[config.mk]
export PLATFORM = sky130hd
export DESIGN_NAME = stride_counter
export DESIGN_NICKNAME = d
export VERILOG_FILES = /design/src/rtl/stride_counter.sv
export SDC_FILE = /design/constraint.sdc
export NUM_CORES = 1
export LEC_CHECK = 0
export CAP_MARGIN = 40
export CORE_UTILIZATION = 43
export DETAILED_ROUTE_END_ITERATION = 7
export HOLD_SLACK_MARGIN = 0.03
export PLACE_DENSITY = 0.76
export REMOVE_ABC_BUFFERS = 1
export SLEW_MARGIN = 20
export SYNTH_ARGS = -nofsm -noshare
export SYNTH_HDL_FRONTEND = slang
export SYNTH_SLANG_ARGS = --single-unit
[constraint.sdc]
create_clock -name clk -period 2.6 [get_ports clk]
set_input_delay 0.39 -clock clk [delete_from_list [all_inputs] [get_ports clk]]
set_output_delay 0.39 -clock clk [all_outputs]
set_load 0.005 [all_outputs]
[src/rtl/stride_counter.sv]
// rtl/stride_counter.sv - up/down counter stepping through odd, even or all values with wrap pulse
module stride_counter #(
   parameter int          WIDTH   = 8,
   parameter logic [31:0] RST_VAL = 32'd1
) (
   input  logic             clk,
   input  logic             reset,
   input  logic             en_i,
   input  logic [1:0]       mode_i,
   input  logic             dir_i,
   input  logic             load_i,
   input  logic [WIDTH-1:0] load_val_i,
   output logic [WIDTH-1:0] cnt_o,
   output logic             wrap_o
);

   localparam logic [1:0]       MODE_HOLD = 2'b11;
   localparam logic [WIDTH-1:0] RST_CNT   = RST_VAL[WIDTH-1:0];

   logic [WIDTH-1:0] cnt_q, cnt_d;
   logic             wrap_q, wrap_d;
   logic             aligned;
   logic [WIDTH:0]   stride;
   logic [WIDTH:0]   sum;
   logic [WIDTH:0]   diff;

   // Stride 2 only when the current value already has the parity the mode
   // asks for; otherwise a single step realigns it.
   always_comb begin
      aligned = ~mode_i[1] & (cnt_q[0] == ~mode_i[0]);
      stride  = aligned ? (WIDTH+1)'(2) : (WIDTH+1)'(1);
      sum     = {1'b0, cnt_q} + stride;
      diff    = {1'b0, cnt_q} - stride;
   end

   // The extra top bit of sum/diff is the carry/borrow, i.e. the wrap flag.
   always_comb begin
      cnt_d  = cnt_q;
      wrap_d = 1'b0;
      if (load_i) begin
         cnt_d = load_val_i;
      end else if (en_i && (mode_i != MODE_HOLD)) begin
         if (dir_i) begin
            cnt_d  = diff[WIDTH-1:0];
            wrap_d = diff[WIDTH];
         end else begin
            cnt_d  = sum[WIDTH-1:0];
            wrap_d = sum[WIDTH];
         end
      end
   end

   always_ff @(posedge clk) begin
      if (!reset) begin
         cnt_q  <= RST_CNT;
         wrap_q <= 1'b0;
      end else begin
         cnt_q  <= cnt_d;
         wrap_q <= wrap_d;
      end
   end

   assign cnt_o  = cnt_q;
   assign wrap_o = wrap_q;

endmodule

==> impl_metrics.env <==
export IMPL_drive_gt1_share_pct=7.34
export IMPL_async_flop_share_pct=0
export IMPL_globalRouteMet2Util_pct=31.3
export IMPL_rr_worst_depth=7
export IMPL_p_leak_nw=0.396
export IMPL_die_area_mm2=0.00172
export IMPL_slew_violations=0
export IMPL_critPathLaunchType="primary input"
export IMPL_ys_types=34
export IMPL_powerDensity_mw_per_mm2=431
export IMPL_port_buffers=23
export IMPL_diodes=0
export IMPL_gp_congestion=0.870
export IMPL_clock_sinks=9
export IMPL_grt_most_used_layer="met2"
export IMPL_fp_dieH_um=41.5
export IMPL_drtIter0Drc=22
export IMPL_final_antenna_net_count=0
export IMPL_grt_pass1_vias=629
export IMPL_area_delta_synth_final_pct=42.6
export IMPL_multiInputGateArea_um2=462
export IMPL_tritoncts="done"
export IMPL_endpoint="cnt_o[7]"
export IMPL_root_buffer="clkbuf_4"
export IMPL_post_cts_resized=0
export IMPL_report_final_setup_viol=0
export IMPL_met1_usage_pct=25.6
export IMPL_num_io_pins=24
export IMPL_reg2reg_from="cnt_o[0]"
export IMPL_arrival_ps=2580
export IMPL_grt_pass1_wl_mm=2.65
export IMPL_dieWidth_um=41.5
export IMPL_required_ps=2810
export IMPL_synth_enable_flop_cells=0
export IMPL_viasPerCell=5.61
export IMPL_total_power_mw=0.413
export IMPL_postLayoutSetupSlackWorst_ps=233
export IMPL_track_usage_pct=20.3
export IMPL_r2r_end="cnt_o[7]"
export IMPL_fmax_mhz=422
export IMPL_fin_worst_skew_ps=4.66
export IMPL_layout_min_cycle_time_ps=2370
export IMPL_path_clk_slew_ps=70
export IMPL_hold_viol=0
export IMPL_drtPass1Iterations=4
export IMPL_fillerInstances=119
export IMPL_rows=13
export IMPL_place_ws_ps=-68.1
export IMPL_cts_buffers=3
export IMPL_clk_latency_ps=280
export IMPL_max_cap_violations=0
export IMPL_cts_hold_buf=0
export IMPL_dp_hpwl_mm=1.20
export IMPL_grt_remaining_overflow=0
export IMPL_slew_headroom_pct=60.3
export IMPL_coreArea_mm2=0.00138
export IMPL_cp_end_kind="register"
export IMPL_nets=129
export IMPL_rsz0062_at_grt="no"
export IMPL_routedWlPerCell_um=12.7
export IMPL_ys_seq_area_share_pct=26.8
export IMPL_grt_max_degree=13
export IMPL_drc=0
export IMPL_syn_area_um2=672
export IMPL_htree_levels=1
export IMPL_avgSynthCellArea_um2=8.19
export IMPL_hp_class="register to register"
export IMPL_crit_path_start="mode_i[0]"
export IMPL_clockBufferDepth=2
export IMPL_worstSetupPathType="primary input to register"
export IMPL_postSynthCellCount=82
export IMPL_status="finished, final reports clean"
export IMPL_cts_setup_buffers=0
export IMPL_reg2reg_slack_ps=340
export IMPL_antenna_found_initial=0
export IMPL_synthFlopType="dfxtp_1"
export IMPL_start_util_pct=48.6
export IMPL_totalWireLength_mm=1.57
export IMPL_layout_worst_path_cycle_share_pct=91.0
export IMPL_max_vdd_ir_drop_v=0.000256
export IMPL_yosysWarningCount=0
export IMPL_ys_ff_latch=9
export IMPL_regArea_um2=180
export IMPL_crit_fanout=4
export IMPL_met3_usage_pct=5.22
export IMPL_worst_slew_pin_slew_ps=591
export IMPL_vias=696
==> area by class of cell <==
class	count	area share, %
timing repair buffer	26	26.4
tap	15	1.96
multi-input combinational	65	48.2
inverter	5	1.96
clock buffer	4	2.74
sequential	9	18.8
==> cells in the mapped netlist (2+ instances only) <==
library cell  number  area (um^2)
a21oi_1            6         30.0
a31oi_1            3         18.8
clkbuf_1           2         7.51
dfxtp_1            9          180
fa_1               2         40.0
ha_1               2         25.0
inv_1              5         18.8
mux2i_1            2         20.0
nand2_1            8         30.0
nand2b_1           2         12.5
nor2_1             5         18.8
nor4b_1            2         17.5
o211a_1            3         30.0
o211ai_1           2         15.0
o21ai_0            7         35.0
xor2_1             4         35.0
==> stage by stage <==
step	hold WS (ps)	util (%)	TNS (ps)	std cells	cell area, um^2
floorplan	467	-	0	79	661
global placement	522	67.4	-40.7	120	932
detailed placement	532	67.4	-82.6	120	932
CTS	542	69.3	0	124	958
global route	578	69.3	0	124	958
finish	538	69.3	0	124	958
==> report_power, final <==
part | total, mW | internal, mW | switching [mW]
Combinational | 0.133 | 0.0764 | 0.0565
Clock | 0.118 | 0.0596 | 0.0583
Sequential | 0.163 | 0.148 | 0.0148
==> kinds of logic after synthesis <==
group	count (synthesis)	share of synthesized area, %
compound gates	28	28.3
xor+xnor	5	6.52
fa+ha+maj	4	9.68
buf+inv	8	4.47
flops	9	26.8
mux	2	2.98
simple gates	26	21.2
==> flip-flops by register name, summed over array words and instances (netlist names) <==
register,flops
wrap_o,1
cnt_o,8
==> worst min-delay path by stage <==
stage	depth (start not counted)	to	from	slack, ps
CTS	2	cnt_o[7]	cnt_o[7]	540
floorplan	1	wrap_o	load_i	470
detailed placement	2	cnt_o[7]	cnt_o[7]	530
finish	2	cnt_o[7]	cnt_o[7]	540
global route	2	cnt_o[7]	cnt_o[7]	580
global placement	2	cnt_o[7]	cnt_o[7]	520
==> cell usage in the layout, fill, tap and decap left out, types with 2 or more instances in the layout <==
master and count:
o211a_1 3, ha_1 2, a21oi_1 6, nor2_1 5, clkbuf_4 3, nor4b_1 2, nand2b_1 2, xor2_1 4
fa_1 2, o211ai_1 2, o21ai_0 7, buf_4 3, dfxtp_1 9, nand2_1 8, inv_1 5, a31oi_1 3
mux2i_1 2, clkdlybuf4s50_1 23
==> per-layer routing <==
metal	share of wire, %	up-vias
li1	-	357
met1	47	307
met2	45	24
met3	4.8	8
met4	2.5	0
met5	0	-
==> critical path, stage by stage <==
cell             delay, ps
clkdlybuf4s50_1        490
xor2_1                 140
nand2_1                100
ha_1                   310
o21ba_1                200
o32a_1                 320
or4_1                  470
a31oi_1                160
(Power assumes the default switching activity.)
==> RTL edit 1: new RTL, config.mk and constraints unchanged <==
Put one more register stage on the output `cnt_o`, with the module's reset. The value now appears one clock later. The other outputs are not delayed to match.
--- a/src/rtl/stride_counter.sv
+++ b/src/rtl/stride_counter.sv
@@ -60,7 +60,13 @@
       end
    end
 
-   assign cnt_o  = cnt_q;
+   always_ff @(posedge clk) begin
+      if (!reset) begin
+         cnt_o <= '0;
+      end else begin
+         cnt_o <= cnt_q;
+      end
+   end
    assign wrap_o = wrap_q;
 
 endmodule
Behaviour: not the same (a bounded check fails within 4 cycles, from zero or initial values and one cycle with reset low).
==> RTL edit 1 against the original RTL <==
  * Sequential cell count rose by 8
  * Critical path type unchanged
  * Largest power group unchanged
  * Wire length rose by 26%
  * Worst setup slack improved by 0.063 ns
  * Design area rose by 34%
  * Power rose by 42%
  * Register-to-register slack improved by 0.04 ns
  * Synthesized area rose by 53%
  * Maximum frequency rose by 2.7%
==> RTL edit 1: results (changes against the original RTL) <==
[timing]
slew_headroom=0.620  ; +0.0169
fin_skew_ns=0.00240  ; -0.00226 ns
period_share=0.886  ; -0.0244
whs_ns=0.523  ; -0.0149 ns

[worst_setup_path]
crit_family=simple AND/OR/NAND/NOR gates
r2r_setup_slack_ns=0.38  ; +0.04 ns
worst-path-max-fanout=3  ; -1
reg2reg_depth=8  ; +1
r2r-end=cnt_q[7]$_SDFFE_PN0P_
worst_ep_arrival_time_ns=2.48  ; -0.10 ns
reg2reg_from=cnt_q[0]$_SDFFE_PN1P_
crit_end=cnt_q[7]$_SDFFE_PN0P_

[cells_and_area]
fill_cells=212  ; +78%
seq_share=0.266  ; +0.0779
num-multi-input-gates=84  ; +29%
finalNetCount=156  ; +21%
drive_gt1_frac=0.118  ; +0.0443
final_core_util=0.573  ; -0.120
clkCellAreaFrac=0.0215  ; -0.00591
buffers=25  ; -3.8%
buffer_area_frac=0.192  ; -0.0721
multi_input_area_share=0.476  ; -0.00567

[clock_tree]
cts_buffers=3  ; unchanged
path_clk_slew_ns=0.10  ; +0.03 ns
cts.sinks=17  ; +8

[synthesis]
synthMuxAreaShare=0.0195  ; -0.0103
synth_cell_type_count=41  ; +21%
synth_compound_area_frac=0.181  ; -0.102
synth-adder-area-share=0.0633  ; -0.0336
ys_top_cells_by_count=dfxtp_1, nand2_1, nor2_1
synth_top_cells_by_area=dfxtp_1, and2_1, fa_1
ys_seq_area_frac=0.331  ; +0.0627

[placement]
gp_congestion=0.789  ; -9.4%
dp_slack_ns=-0.0234  ; +0.0447 ns
dp_hpwl_um=1520  ; +27%

[min_path]
hp-start=cnt_q[5]$_SDFFE_PN0P_
min_path_cells=1  ; -1
min_to=cnt_o[5]$_SDFF_PN0_

[global_route]
grt_pass1_wl_um=3340  ; +26%
track_usage=0.171  ; -0.0325
grt_max_degree=20  ; +7
grt_pass1_vias=821  ; +31%

[power_and_ir_drop]
seq_power_share=0.505  ; +0.111
ir_drop_mv=0.338  ; +32%
p_leak_uw=0.000515  ; +30%
swShare=0.290  ; -0.0236
comb_power_share=0.259  ; -0.062

[run_status]
status=complete, no violations

[floorplan]
coreArea_sq_um=2230  ; +62%

[route]
vias=855  ; +23%
wirelength_um=1980  ; +26%
first_iter_violations=13  ; -41%

RTL edit 1: cell types whose count changed after synthesis, moves of 3 or more:
| cell | before | now |
|---|---|---|
| dfxtp_1 | 9 | 17 |
| and2_1 | 1 | 8 |
| nor2_1 | 5 | 9 |
| buf_6 | 0 | 3 |
RTL edit 1: stage by stage:
| step | setup TNS (ns) | power, uW | cells |
|---|---|---|---|
| 5_1_grt | 0 | 627 | 164 |
| 2_1_floorplan | 0 | 386 | 107 |
| 3_3_place_gp | 0 | 447 | 160 |
| 3_5_place_dp | -0.0234 | 454 | 160 |
| 6_report | 0 | 586 | 164 |
| 4_1_cts | 0 | 596 | 164 |
RTL edit 1: routing by layer:
layer	part of all wire	vias up	global-route usage	wire length (um)
met5	0	-	0	0
li1	-	440	-	-
met1	0.42	390	0.181	829
met2	0.52	23	0.318	1030
met4	0.0071	0	0.0463	14
met3	0.051	2	0.0565	100
==> RTL edit 2: new RTL, config.mk and constraints unchanged <==
Without the edit above. `WIDTH`: 8 -> 10.
--- a/src/rtl/stride_counter.sv
+++ b/src/rtl/stride_counter.sv
@@ -1,6 +1,6 @@
 // rtl/stride_counter.sv - up/down counter stepping through odd, even or all values with wrap pulse
 module stride_counter #(
-   parameter int          WIDTH   = 8,
+   parameter int          WIDTH   = 10,
    parameter logic [31:0] RST_VAL = 32'd1
 ) (
    input  logic             clk,
Ports: changed (resized cnt_o and load_val_i); port bits go from 24 to 28. The function was not compared with the original's and may differ.
==> RTL edit 2 against the original RTL <==
  * Largest cell class unchanged
  * Sequential share of layout area shrank 1.1 points
  * Highest routed layer unchanged
  * Combinational power grew 26%
  * Synthesized area grew 34%
  * Power grew 19%
  * Sequential cell count grew 2
  * Wire length grew 36%
  * Design area grew 30%
  * Non-clock buffer count grew 7
  * Worst setup slack lost 0.0052 ns
==> RTL edit 2: results (changes against the original RTL) <==
[run_status]
status=complete, no violations

[cells_and_area]
drive_gt1_frac=0.130  ; +0.0570
largest_reg_flops=10  ; +2
finalNetCount=160  ; +24%
fill_cells=185  ; +55%

[placement]
dp_slack_ns=-0.0240  ; +0.0441 ns
gp_congestion=0.825  ; -5.1%
portBuffers=27  ; +17%
place_area_sq_um=1220  ; +30%
dp_hpwl_um=1620  ; +35%

[global_route]
grt_pass1_vias=773  ; +23%
track_usage=0.216  ; +0.0128
grt_pass1_wl_um=3370  ; +27%
grt_max_degree=14  ; +1

[min_path]
min_to=cnt_o[3]$_SDFFE_PN0P_
hold_path.class=reg -> reg

[timing]
fin_skew_ns=0.00480  ; +0.000139 ns
whs_ns=0.652  ; +0.114 ns
worst_pin_slew_ns=0.481  ; -0.109 ns

[worst_setup_path]
worst-path-max-fanout=3  ; -1
reg2reg_depth=8  ; +1
worst_ep_arrival_time_ns=2.54  ; -0.04 ns
r2r-end=cnt_o[9]$_SDFFE_PN0P_

[power_and_ir_drop]
ir_drop_mv=0.294  ; +15%
p_leak_uw=0.000467  ; +18%

[route]
first_iter_violations=13  ; -41%
wirelength_um=2140  ; +36%
via_per_inst=5.50  ; -2.0%

[synthesis]
synth_top_cells_by_area=dfxtp_1, o21ai_0, xor2_1
ys_top_cells_by_count=dfxtp_1, o21ai_0, nand2_1
synth_cell_type_count=43  ; +26%

[clock_tree]
clock_path_buffers=2  ; unchanged

-- RTL edit 2: cell families after synthesis --
logic type               count (synthesis)  share of synthesized area
flip-flops                              11                      0.245
adder cells (fa/ha/maj)                  4                     0.0725
AO/OA/AOI/OAI                           32                      0.227
AND/OR/NAND/NOR                         39                      0.298
multiplexers                             3                     0.0335
buffers and inverters                   11                     0.0544
XOR/XNOR                                 7                     0.0683
-- RTL edit 2: worst max-delay path, cell delays in order --
cell,delay [ns]
clkdlybuf4s50_1,0.50
xor2_1,0.15
nand2_1,0.13
ha_1,0.31
a211oi_1,0.39
nand4_1,0.16
o21ai_2,0.12
a21oi_1,0.09
o311a_1,0.29
-- RTL edit 2: area by class of cell --
class / instances / area, sq um / share of cell area
tap: 27 / 33.8 / 0.0272
timing repair buffer: 33 / 315 / 0.254
inverter: 5 / 18.8 / 0.0151
sequential: 11 / 220 / 0.177
multi-input combinational: 85 / 628 / 0.506
clock buffer: 4 / 26.3 / 0.0211
-- RTL edit 2: routing by layer --
metal  vias up  part of all wire  GRT usage
li1        453                 -          -
met1       422              0.45      0.277
met2        29              0.49      0.364
met3         4             0.049     0.0226
met4         0             0.017      0.100
met5         -                 0          0
-- RTL edit 2: worst max-delay path by stage --
stage | start | to | slack (ns) | cells past startpoint
5_1_grt | mode_i[0] | cnt_o[6]$_SDFFE_PN0P_ | 0.08 | 9
4_1_cts | mode_i[0] | cnt_o[9]$_SDFFE_PN0P_ | 0.24 | 9
3_5_place_dp | mode_i[0] | cnt_o[9]$_SDFFE_PN0P_ | -0.02 | 9
2_1_floorplan | cnt_o[0]$_SDFFE_PN1P_ | cnt_o[9]$_SDFFE_PN0P_ | 0.48 | 8
3_3_place_gp | mode_i[0] | cnt_o[6]$_SDFFE_PN0P_ | -0.005 | 9
6_report | mode_i[0] | cnt_o[9]$_SDFFE_PN0P_ | 0.23 | 9
-- RTL edit 2: power breakdown --
part           total, uW  switching, uW  internal (uW)
combinational        168           72.7           95.3
clock                122           62.1           59.5
sequential           203           22.1            181
-- RTL edit 2: stage by stage --
stage	power, uW	cells	util
5_1_grt	520	165	0.633
3_3_place_gp	369	161	0.620
2_1_floorplan	287	101	-
6_report	492	165	0.633
4_1_cts	492	165	0.633
3_5_place_dp	374	161	0.620
